==> config.mk <==
export PLATFORM = sky130hd
export DESIGN_NAME = xram_arbiter_flat
export DESIGN_NICKNAME = d
export VERILOG_FILES = /design/src/rtl/xram_pkg.sv /design/src/rtl/xram_if.sv /design/src/rtl/xram_starve_ctr.sv /design/src/rtl/xram_arbiter.sv /design/src/flat_wrapper.sv
export SDC_FILE = /design/constraint.sdc
export NUM_CORES = 1
export LEC_CHECK = 0
export ABC_CLOCK_PERIOD_IN_PS = 2450
export CAP_MARGIN = 10
export CORE_UTILIZATION = 35
export CTS_BUF_LIST = sky130_fd_sc_hd__clkbuf_8
export DETAILED_ROUTE_END_ITERATION = 10
export PLACE_DENSITY = 0.87
export SYNTH_ARGS = -nofsm -noshare
export SYNTH_HDL_FRONTEND = slang
export SYNTH_SLANG_ARGS = --single-unit
export TNS_END_PERCENT = 100
==> constraint.sdc <==
create_clock -name clk -period 2.45 [get_ports clk]
set_input_delay 0.49 -clock clk [delete_from_list [all_inputs] [get_ports clk]]
set_output_delay 0.49 -clock clk [all_outputs]
set_load 0.01 [all_outputs]
==> src/rtl/xram_pkg.sv <==
// rtl/xram_pkg.sv - shared types and constants for the xdata RAM arbiter
//
// Purpose : read-owner encoding, read-port FSM states and the starvation
//           counter width helper shared by the arbiter and its counter.
// Ports   : none (package).

package xram_pkg;

    localparam logic OWN_CORE = 1'b0;
    localparam logic OWN_DMA  = 1'b1;

    typedef enum logic [0:0] {
        R_NORM  = 1'b0,
        R_FORCE = 1'b1
    } rd_state_t;

    localparam int STARVE_MAX_DEF = 4;

    // Counter must be able to hold STARVE_MAX itself, hence max+1.
    function automatic int starve_w(input int max);
        return $clog2(max + 1);
    endfunction

    localparam int STARVE_W = starve_w(STARVE_MAX_DEF);

endpackage

==> src/rtl/xram_if.sv <==
// rtl/xram_if.sv - core, DMA and RAM-macro signal bundle for the xdata arbiter
//
// Purpose : groups the core ram_* port, the DMA master port and the RAM
//           macro port into one interface.
// Modports: slave  - the arbiter's view (core/DMA requests in, RAM strobes out)
//           master - the surrounding system's view (core, DMA and RAM macro)

interface xram_if #(
    parameter int ADDR_W = 16,
    parameter int DATA_W = 8
);
    // core side
    logic              c_rd_en;
    logic [ADDR_W-1:0] c_rd_addr;
    logic [DATA_W-1:0] c_rd_data;
    logic              c_rd_vld;
    logic              c_wr_en;
    logic [ADDR_W-1:0] c_wr_addr;
    logic [DATA_W-1:0] c_wr_data;
    // DMA side
    logic              d_req;
    logic              d_we;
    logic [ADDR_W-1:0] d_addr;
    logic [DATA_W-1:0] d_wdata;
    logic              d_gnt;
    logic [DATA_W-1:0] d_rdata;
    logic              d_rvld;
    // RAM macro side
    logic              m_rd_en;
    logic [ADDR_W-1:0] m_rd_addr;
    logic [DATA_W-1:0] m_rd_data;
    logic              m_wr_en;
    logic [ADDR_W-1:0] m_wr_addr;
    logic [DATA_W-1:0] m_wr_data;

    modport slave (
        input  c_rd_en, c_rd_addr, c_wr_en, c_wr_addr, c_wr_data,
        input  d_req, d_we, d_addr, d_wdata,
        input  m_rd_data,
        output c_rd_data, c_rd_vld,
        output d_gnt, d_rdata, d_rvld,
        output m_rd_en, m_rd_addr, m_wr_en, m_wr_addr, m_wr_data
    );

    modport master (
        output c_rd_en, c_rd_addr, c_wr_en, c_wr_addr, c_wr_data,
        output d_req, d_we, d_addr, d_wdata,
        output m_rd_data,
        input  c_rd_data, c_rd_vld,
        input  d_gnt, d_rdata, d_rvld,
        input  m_rd_en, m_rd_addr, m_wr_en, m_wr_addr, m_wr_data
    );

endinterface

==> src/rtl/xram_starve_ctr.sv <==
// rtl/xram_starve_ctr.sv - saturating DMA-read starvation counter with clear
//
// Purpose : counts consecutive cycles a DMA read waits, saturating at MAX.
// Ports   : clk, rst (async active-low), inc, clr (clr wins),
//           cnt (registered count), at_max (count being loaded equals MAX).

module xram_starve_ctr
    import xram_pkg::*;
#(
    parameter int MAX = STARVE_MAX_DEF,
    parameter int W   = starve_w(MAX)
) (
    input  logic         clk,
    input  logic         rst,
    input  logic         inc,
    input  logic         clr,
    output logic [W-1:0] cnt,
    output logic         at_max
);

    logic [W-1:0] cnt_q;
    logic [W-1:0] cnt_d;

    always_comb begin
        cnt_d = cnt_q;
        if (clr) begin
            cnt_d = '0;
        end else if (inc && (cnt_q != W'(MAX))) begin
            cnt_d = cnt_q + W'(1);
        end
    end

    always_ff @(posedge clk or negedge rst) begin
        if (!rst) begin
            cnt_q <= '0;
        end else begin
            cnt_q <= cnt_d;
        end
    end

    assign cnt = cnt_q;
    // Looks at the value being loaded so the forced slot lands in the cycle
    // right after the MAX-th denial rather than one cycle later.
    assign at_max = (cnt_d == W'(MAX));

endmodule

==> src/rtl/xram_arbiter.sv <==
// rtl/xram_arbiter.sv - core/DMA arbiter for a shared 1-cycle-read xdata RAM
//
// Purpose : core has priority on both RAM ports; DMA gets idle slots plus a
//           forced read slot after STARVE_MAX denied cycles.
// Ports   : clk           - rising-edge clock
//           rst           - asynchronous active-low reset
//           bus (slave)   - core ram_* port, DMA master port, RAM macro port

module xram_arbiter
    import xram_pkg::*;
#(
    parameter int ADDR_W     = 16,
    parameter int DATA_W     = 8,
    parameter int STARVE_MAX = 4
) (
    input  logic  clk,
    input  logic  rst,
    xram_if.slave bus
);

    localparam int SW = starve_w(STARVE_MAX);

    rd_state_t         state_q, state_d;
    logic              pend_q, pend_d;
    logic [ADDR_W-1:0] pend_addr_q, pend_addr_d;
    logic              rd_vld_q, rd_vld_d;
    logic              rd_owner_q, rd_owner_d;

    logic              dma_rd;
    logic              dma_wr;
    logic              rd_gnt;
    logic              wr_gnt;
    logic              rd_en;
    logic [ADDR_W-1:0] rd_addr;
    logic              wr_en;
    logic [ADDR_W-1:0] wr_addr;
    logic [DATA_W-1:0] wr_data;
    logic [SW-1:0]     starve_cnt;
    logic              at_max;

    assign dma_rd = bus.d_req & ~bus.d_we;
    assign dma_wr = bus.d_req &  bus.d_we;

    // Write port: core writes are posted and always pass straight through.
    always_comb begin
        wr_en   = 1'b0;
        wr_addr = '0;
        wr_data = '0;
        wr_gnt  = 1'b0;
        if (bus.c_wr_en) begin
            wr_en   = 1'b1;
            wr_addr = bus.c_wr_addr;
            wr_data = bus.c_wr_data;
        end else if (dma_wr) begin
            wr_en   = 1'b1;
            wr_addr = bus.d_addr;
            wr_data = bus.d_wdata;
            wr_gnt  = 1'b1;
        end
    end

    // Read port issue. A deferred core read (pend) goes ahead of everything.
    always_comb begin
        pend_d      = pend_q;
        pend_addr_d = pend_addr_q;
        rd_owner_d  = rd_owner_q;
        rd_en       = 1'b0;
        rd_addr     = '0;
        rd_gnt      = 1'b0;
        case (state_q)
            R_NORM: begin
                if (pend_q) begin
                    rd_en      = 1'b1;
                    rd_addr    = pend_addr_q;
                    rd_owner_d = OWN_CORE;
                    pend_d     = 1'b0;
                end else if (bus.c_rd_en) begin
                    rd_en      = 1'b1;
                    rd_addr    = bus.c_rd_addr;
                    rd_owner_d = OWN_CORE;
                end else if (dma_rd) begin
                    rd_en      = 1'b1;
                    rd_addr    = bus.d_addr;
                    rd_owner_d = OWN_DMA;
                    rd_gnt     = 1'b1;
                end
            end
            R_FORCE: begin
                // dma_rd is guaranteed here (request held until granted).
                if (dma_rd) begin
                    rd_en      = 1'b1;
                    rd_addr    = bus.d_addr;
                    rd_owner_d = OWN_DMA;
                    rd_gnt     = 1'b1;
                end
                if (bus.c_rd_en) begin
                    pend_d      = 1'b1;
                    pend_addr_d = bus.c_rd_addr;
                end
            end
            default: begin
                pend_d = 1'b0;
            end
        endcase
        rd_vld_d = rd_en;
    end

    // Kept apart from the issue logic: at_max depends on rd_gnt.
    always_comb begin
        state_d = R_NORM;
        if ((state_q == R_NORM) && at_max) begin
            state_d = R_FORCE;
        end
    end

    xram_starve_ctr #(
        .MAX (STARVE_MAX),
        .W   (SW)
    ) u_starve_ctr (
        .clk    (clk),
        .rst    (rst),
        .inc    (dma_rd & ~rd_gnt),
        .clr    (~dma_rd | rd_gnt),
        .cnt    (starve_cnt),
        .at_max (at_max)
    );

    always_ff @(posedge clk or negedge rst) begin
        if (!rst) begin
            state_q     <= R_NORM;
            pend_q      <= 1'b0;
            pend_addr_q <= '0;
            rd_vld_q    <= 1'b0;
            rd_owner_q  <= OWN_CORE;
        end else begin
            state_q     <= state_d;
            pend_q      <= pend_d;
            pend_addr_q <= pend_addr_d;
            rd_vld_q    <= rd_vld_d;
            rd_owner_q  <= rd_owner_d;
        end
    end

    assign bus.m_rd_en   = rd_en;
    assign bus.m_rd_addr = rd_addr;
    assign bus.m_wr_en   = wr_en;
    assign bus.m_wr_addr = wr_addr;
    assign bus.m_wr_data = wr_data;
    assign bus.d_gnt     = rd_gnt | wr_gnt;
    assign bus.c_rd_vld  = rd_vld_q & (rd_owner_q == OWN_CORE);
    assign bus.d_rvld    = rd_vld_q & (rd_owner_q == OWN_DMA);
    assign bus.c_rd_data = bus.m_rd_data;
    assign bus.d_rdata   = bus.m_rd_data;

    // The core must wait for c_rd_vld; a new read while one is deferred
    // would be lost.
    a_no_rd_while_pend: assert property (@(posedge clk) disable iff (!rst)
        !(pend_q && bus.c_rd_en));
    a_starve_bound: assert property (@(posedge clk) disable iff (!rst)
        starve_cnt <= SW'(STARVE_MAX));

endmodule
==> src/flat_wrapper.sv <==
// flat-port wrapper written by rule: the top's interface ports become plain ports
module xram_arbiter_flat import xram_pkg::*;
#(
    parameter int ADDR_W     = 16,
    parameter int DATA_W     = 8,
    parameter int STARVE_MAX = 4
)
  (clk, rst, bus_c_rd_en, bus_c_rd_addr, bus_c_wr_en, bus_c_wr_addr, bus_c_wr_data, bus_d_req, bus_d_we, bus_d_addr, bus_d_wdata, bus_m_rd_data, bus_c_rd_data, bus_c_rd_vld, bus_d_gnt, bus_d_rdata, bus_d_rvld, bus_m_rd_en, bus_m_rd_addr, bus_m_wr_en, bus_m_wr_addr, bus_m_wr_data);
  xram_if #(.ADDR_W(ADDR_W), .DATA_W(DATA_W)) bus_i ();
  input  logic clk;
  input  logic rst;
  input wire logic [$bits(bus_i.c_rd_en)-1:0] bus_c_rd_en;
  input wire logic [$bits(bus_i.c_rd_addr)-1:0] bus_c_rd_addr;
  input wire logic [$bits(bus_i.c_wr_en)-1:0] bus_c_wr_en;
  input wire logic [$bits(bus_i.c_wr_addr)-1:0] bus_c_wr_addr;
  input wire logic [$bits(bus_i.c_wr_data)-1:0] bus_c_wr_data;
  input wire logic [$bits(bus_i.d_req)-1:0] bus_d_req;
  input wire logic [$bits(bus_i.d_we)-1:0] bus_d_we;
  input wire logic [$bits(bus_i.d_addr)-1:0] bus_d_addr;
  input wire logic [$bits(bus_i.d_wdata)-1:0] bus_d_wdata;
  input wire logic [$bits(bus_i.m_rd_data)-1:0] bus_m_rd_data;
  output wire logic [$bits(bus_i.c_rd_data)-1:0] bus_c_rd_data;
  output wire logic [$bits(bus_i.c_rd_vld)-1:0] bus_c_rd_vld;
  output wire logic [$bits(bus_i.d_gnt)-1:0] bus_d_gnt;
  output wire logic [$bits(bus_i.d_rdata)-1:0] bus_d_rdata;
  output wire logic [$bits(bus_i.d_rvld)-1:0] bus_d_rvld;
  output wire logic [$bits(bus_i.m_rd_en)-1:0] bus_m_rd_en;
  output wire logic [$bits(bus_i.m_rd_addr)-1:0] bus_m_rd_addr;
  output wire logic [$bits(bus_i.m_wr_en)-1:0] bus_m_wr_en;
  output wire logic [$bits(bus_i.m_wr_addr)-1:0] bus_m_wr_addr;
  output wire logic [$bits(bus_i.m_wr_data)-1:0] bus_m_wr_data;
  assign bus_i.c_rd_en = bus_c_rd_en;
  assign bus_i.c_rd_addr = bus_c_rd_addr;
  assign bus_i.c_wr_en = bus_c_wr_en;
  assign bus_i.c_wr_addr = bus_c_wr_addr;
  assign bus_i.c_wr_data = bus_c_wr_data;
  assign bus_i.d_req = bus_d_req;
  assign bus_i.d_we = bus_d_we;
  assign bus_i.d_addr = bus_d_addr;
  assign bus_i.d_wdata = bus_d_wdata;
  assign bus_i.m_rd_data = bus_m_rd_data;
  assign bus_c_rd_data = bus_i.c_rd_data;
  assign bus_c_rd_vld = bus_i.c_rd_vld;
  assign bus_d_gnt = bus_i.d_gnt;
  assign bus_d_rdata = bus_i.d_rdata;
  assign bus_d_rvld = bus_i.d_rvld;
  assign bus_m_rd_en = bus_i.m_rd_en;
  assign bus_m_rd_addr = bus_i.m_rd_addr;
  assign bus_m_wr_en = bus_i.m_wr_en;
  assign bus_m_wr_addr = bus_i.m_wr_addr;
  assign bus_m_wr_data = bus_i.m_wr_data;
  xram_arbiter #(.ADDR_W(ADDR_W), .DATA_W(DATA_W), .STARVE_MAX(STARVE_MAX)) u_core (.clk(clk), .rst(rst), .bus(bus_i));
endmodule
Word-level counts from Yosys, hierarchy flattened
Cells that the tools add are included.

word-level totals
  word-level logic and storage cells = 52
  output and inout bits = 61
  bits in registers = 23
  input port bits = 78

operators by class
  reductions and logical operators = 3
  add/sub/neg operators = 1
  muxes and demuxes = 27
  bitwise logic cells = 12
  eq/ne operators = 3

operators by type and width
  kind                                                            count
  16-bit 2-to-1 mux                                               5
  16-bit case mux with 2 select lines                             1
  8-bit 2-to-1 mux                                                2
  1-bit 2-to-1 mux                                                13
  1-bit case mux with 2 select lines                              4
  3-bit 2-to-1 mux                                                2
  1-bit AND                                                       5
  1-bit inverter                                                  5
  3-bit by 1-bit adder with 3-bit output (second input constant)  1
  3-bit equality test (second input constant)                     1
  3-bit != test (second input constant)                           1
  1-bit logical AND                                               2
  2-bit != test (second input constant)                           1
  1-bit bitwise OR                                                2
  2-bit AND reduction                                             1

Depth between registers and ports, before layout
  word-level depth = 14
  gate-level depth with buffers = 5
  mapped depth without buffers = 5

Hierarchy
From an unflattened synthesis, not the netlist that was laid out.

unflattened totals
  cells, all modules = 156
  area total of the unflattened synthesis = 1709.1 sq um

modules (own cells, without submodules)
  module           cells an instance  area each (sq um)  sequential area each (sq um)  instances
  xram_arbiter     138                1514.0             500.5                         1
  xram_starve_ctr  18                 195.2              75.1                          1

Worst setup path before layout
No wires, ideal clock.

  kind = input -> output
  start point = input port bus_c_rd_en
  end point = output port bus_m_rd_addr[10]
  stages = 4
  data arrival time = 1325 ps
  buffers on the path = 1
  required time = 1960 ps
  path slack = 635 ps
  path through = o21bai_2 > nor3b_4 > buf_6 > o2bb2ai_1

on the way
  cells in the longest elaborated chain, start to end = 3

ends and longest elaborated chain
  what                                 RTL line            RTL
  from (decl)                          flat_wrapper.sv:12  input wire logic [$bits(bus_i.c_rd_en)-1:0] bus_c_rd_en;
  16-bit 2-to-1 mux                    xram_arbiter.sv:77  end else if (bus.c_rd_en) begin
  16-bit 2-to-1 mux                    xram_arbiter.sv:72  if (pend_q) begin
  16-bit case mux with 2 select lines  xram_arbiter.sv:70  case (state_q)
  to (decl)                            flat_wrapper.sv:28  output wire logic [$bits(bus_i.m_rd_addr)-1:0] bus_m_rd_addr;

Every way passes these cells.

Worst setup path in the final report
  start point = input port bus_d_we
  end point = output port bus_m_rd_addr[0]

on the way
  cells in the longest elaborated chain, start to end = 6

ends and longest elaborated chain
  what                                   RTL line                                RTL
  from (decl)                            flat_wrapper.sv:18                      input wire logic [$bits(bus_i.d_we)-1:0] bus_d_we;
  1-bit inverter *                       xram_arbiter.sv:41                      assign dma_rd = bus.d_req & ~bus.d_we;
  1-bit AND *                            xram_arbiter.sv:41
  16-bit 2-to-1 mux *                    xram_arbiter.sv:81, xram_arbiter.sv:90
  16-bit 2-to-1 mux                      xram_arbiter.sv:77
  16-bit 2-to-1 mux                      xram_arbiter.sv:72
  16-bit case mux with 2 select lines *  xram_arbiter.sv:70

Every way passes the cells marked *; elsewhere a longest branch is shown, timed or not.

==> flow_metrics.tcl <==
set metrics [dict create \
    synth_top_area_share_pct 34.9 \
    finalSetupViolations 0 \
    die_area_sq_um 4990 \
    synth_cells 159 \
    hold_viol 0 \
    syn_avg_cell_area_sq_um 10.4 \
    grt_first_pass_wirelength_microns 8590 \
    internal_power_uw 714 \
    placed_area_sq_um 2800 \
    skew_ns 0.000626 \
    async_reset_ff_share_pct 100 \
    io_pins 139 \
    cpPeakStageDelay_ns 0.44 \
    synth_ff_type "dfrtp_1" \
    cap_violations 0 \
    final_nets 351 \
    avgViaCountPerCell 5.34 \
    fin_area_sq_um 2870 \
    period_share_pct 97.8 \
    critPathTopFamily "buffers and inverters" \
    power.share.clock_pct 23.7 \
    place_hpwl_microns 4050 \
    synth_cell_type_count 34 \
    tightest_slew_ns 0.417 \
    clkTransAtPathRegs_ns 0.08 \
    fin_cells 322 \
    required_ns 1.96 \
    setup_tns_ns 0 \
    power.net_switching_uw 256 \
    ys_ff_latch 23 \
    max_freq_mhz 417 \
    slew_headroom_pct 72.1 \
    drc 18 \
    post_drt_wl_per_cell_microns 17.4 \
    seqCellArea_sq_um 576 \
    area_growth_pct 74.2 \
    hold_path_class "reg2reg" \
    cts_buffers 3 \
    portBuffers 114 \
    ys_seq_area_share_pct 34.9 \
    fill_cells 360 \
    leakage_nw 1.36 \
    clockBufferDepth 2 \
    drive_above_1_share_pct 21.1 \
    cts-root-buf "clkbuf_8" \
    grt_pass1_vias 1721 \
    vias 1718 \
    synth.area.top_cells "dfrtp_1, a22o_1, mux2_2" \
    slowest_stage "clkdlybuf4s50_1" \
    ant_nets 0 \
    drt_pass1_iterations 7 \
    failed_checks "DRC" \
    post-synth-top-count-cell "a22o_1" \
    cp_num_buf_inv 4 \
    synth_area_sq_um 1650 \
    totalWireLength_microns 5620 \
    insertion_delay_ns 0.26 \
    cts_tree "done" \
    synthTopCellsByCount "a22o_1, dfrtp_1, buf_4, mux2_2, o2bb2ai_1" \
    core_area_sq_um 4440 \
    p_sw_share_pct 26.4 \
    crit_path_start_kind "input pin" \
    antenna_found_initial 0 \
    first_iter_violations 62 \
    comb_power_share_pct 36.0 \
    critPathKind "in2out" \
    start_util_pct 37.1 \
    globalplace.congestion 0.862 \
    power_density_nw_per_um2 338 \
    sequentialPowerShare_pct 40.4 \
    yosys.area.top_type "dfrtp_1" \
    worst_ep_arrival_time_ns 1.91 \
    ir_drop_mv 0.204 \
    synth_edf_count 0 \
    path_cells "clkdlybuf4s50_1 > buf_4 > nor3b_4 > buf_6 > o2bb2ai_1 > dlygate4sd2_1" \
    utilization_pct 64.6 \
    drv_slew 0 \
    place_inst 311 \
    total_power_uw 970 \
    holdBufCountCts 0 \
    grt_max_degree 26 \
    crit_path_end_kind "primary output" \
    cts.sinks 23 \
    die_x_microns 70.6 \
    status "finished, violations left" \
    num_rows 24 \
    yosys_warnings 0 \
    fin_crit_ns 2.40 \
    die-height_microns 70.6 \
    multi_input_area_sq_um 892 \
    rsz0062_at_grt "false" \
    grt.total_usage_pct 22.0 \
    synth_fp_nets 239 \
    grt.overflow.total 0 \
    diodes 0 \
    htreeDepth 1 \
    cp_max_fo 9 \
]
==> placed cells by master, fill, tap and decap left out, types with 2 or more instances in the layout <==
master	instances
a22oi_1	15
buf_4	14
ha_1	2
clkbuf_8	3
dlygate4sd2_1	34
buf_2	7
a22o_1	24
buf_12	2
o2bb2ai_1	16
buf_6	4
nor2_1	3
nand2_1	3
dfrtp_1	23
inv_1	3
a21oi_1	3
dlymetal6s2s_1	2
mux2_2	16
o21ai_0	3
clkdlybuf4s50_1	69
nand2_2	2
clkdlybuf4s15_1	2
==> power groups by stage <==
stage	logic [mW]	registers (mW)	clock network, mW
6_report	0.349	0.392	0.229
5_1_grt	0.372	0.393	0.265
4_1_cts	0.346	0.391	0.236
3_5_place_dp	0.368	0.399	0
3_3_place_gp	0.362	0.398	0
2_1_floorplan	0.140	0.398	0
==> registers in the layout, indices dropped and copies added, names as in the netlist <==
signal and count:
u_core.pend_addr_q 16, u_core.pend_q 1, u_core.rd_owner_q 1, u_core.rd_vld_q 1, u_core.state_q 1, u_core.u_starve_ctr.cnt 3
==> final cells by class <==
cell class	instances	area share, %
clock buffers	3	1.44
clock inverters	1	0.131
inverters	3	0.392
multi-input cells	105	31.1
flip-flops and latches	23	20.0
well taps	52	2.26
repair buffers	135	44.7
==> cells by family (layout without fill, tap and decap cells) <==
family	count (synthesis)	after routing	synth area share, %
mux	16	16	10.9
buf+inv	31	142	11.6
xor+xnor	1	1	0.531
compound gates	65	65	32.4
flops	23	23	34.9
simple gates	21	21	8.12
fa+ha+maj	2	2	1.52
==> what timing repair did <==
item | 4_1_cts | 5_1_grt
cloned | 0 | 1
setup buffers | 6 | 0
setup endpoints to repair | 43 | 11
resized for setup | 65 | 13
pin swaps | 2 | 1
==> worst paths after layout <==
check,from,end,slack (ns),cells past startpoint
min in group asynchronous,rst,u_core.rd_vld_q,0.58,2
worst max register to register,u_core.u_starve_ctr.cnt[0],u_core.state_q,0.83,5
worst max-delay path,bus_d_we,bus_m_rd_addr[0],0.05,6
worst min-delay path,u_core.pend_addr_q[10],u_core.pend_addr_q[10],0.51,1
worst min register to register,u_core.pend_addr_q[10],u_core.pend_addr_q[10],0.51,1
max in group asynchronous,rst,u_core.pend_addr_q[5],1.64,2
==> stage by stage <==
stage	setup WS, ns	hold slack (ns)
6_report	0.0533	0.513
4_1_cts	-0.0333	0.515
2_1_floorplan	0.635	0.194
3_5_place_dp	-0.432	0.496
5_1_grt	0.00287	0.540
3_3_place_gp	-0.340	0.487
==> per-layer routing <==
| metal | vias to the layer above | GRT usage (%) | share of wire, % |
|---|---|---|---|
| met5 | - | 0 | 0 |
| met4 | 0 | 5.11 | 0.71 |
| met3 | 4 | 4.99 | 6.1 |
| met2 | 78 | 41.0 | 53 |
| met1 | 808 | 25.7 | 40 |
| li1 | 828 | - | - |
No activity file was read; power rests on OpenSTA's default activity.
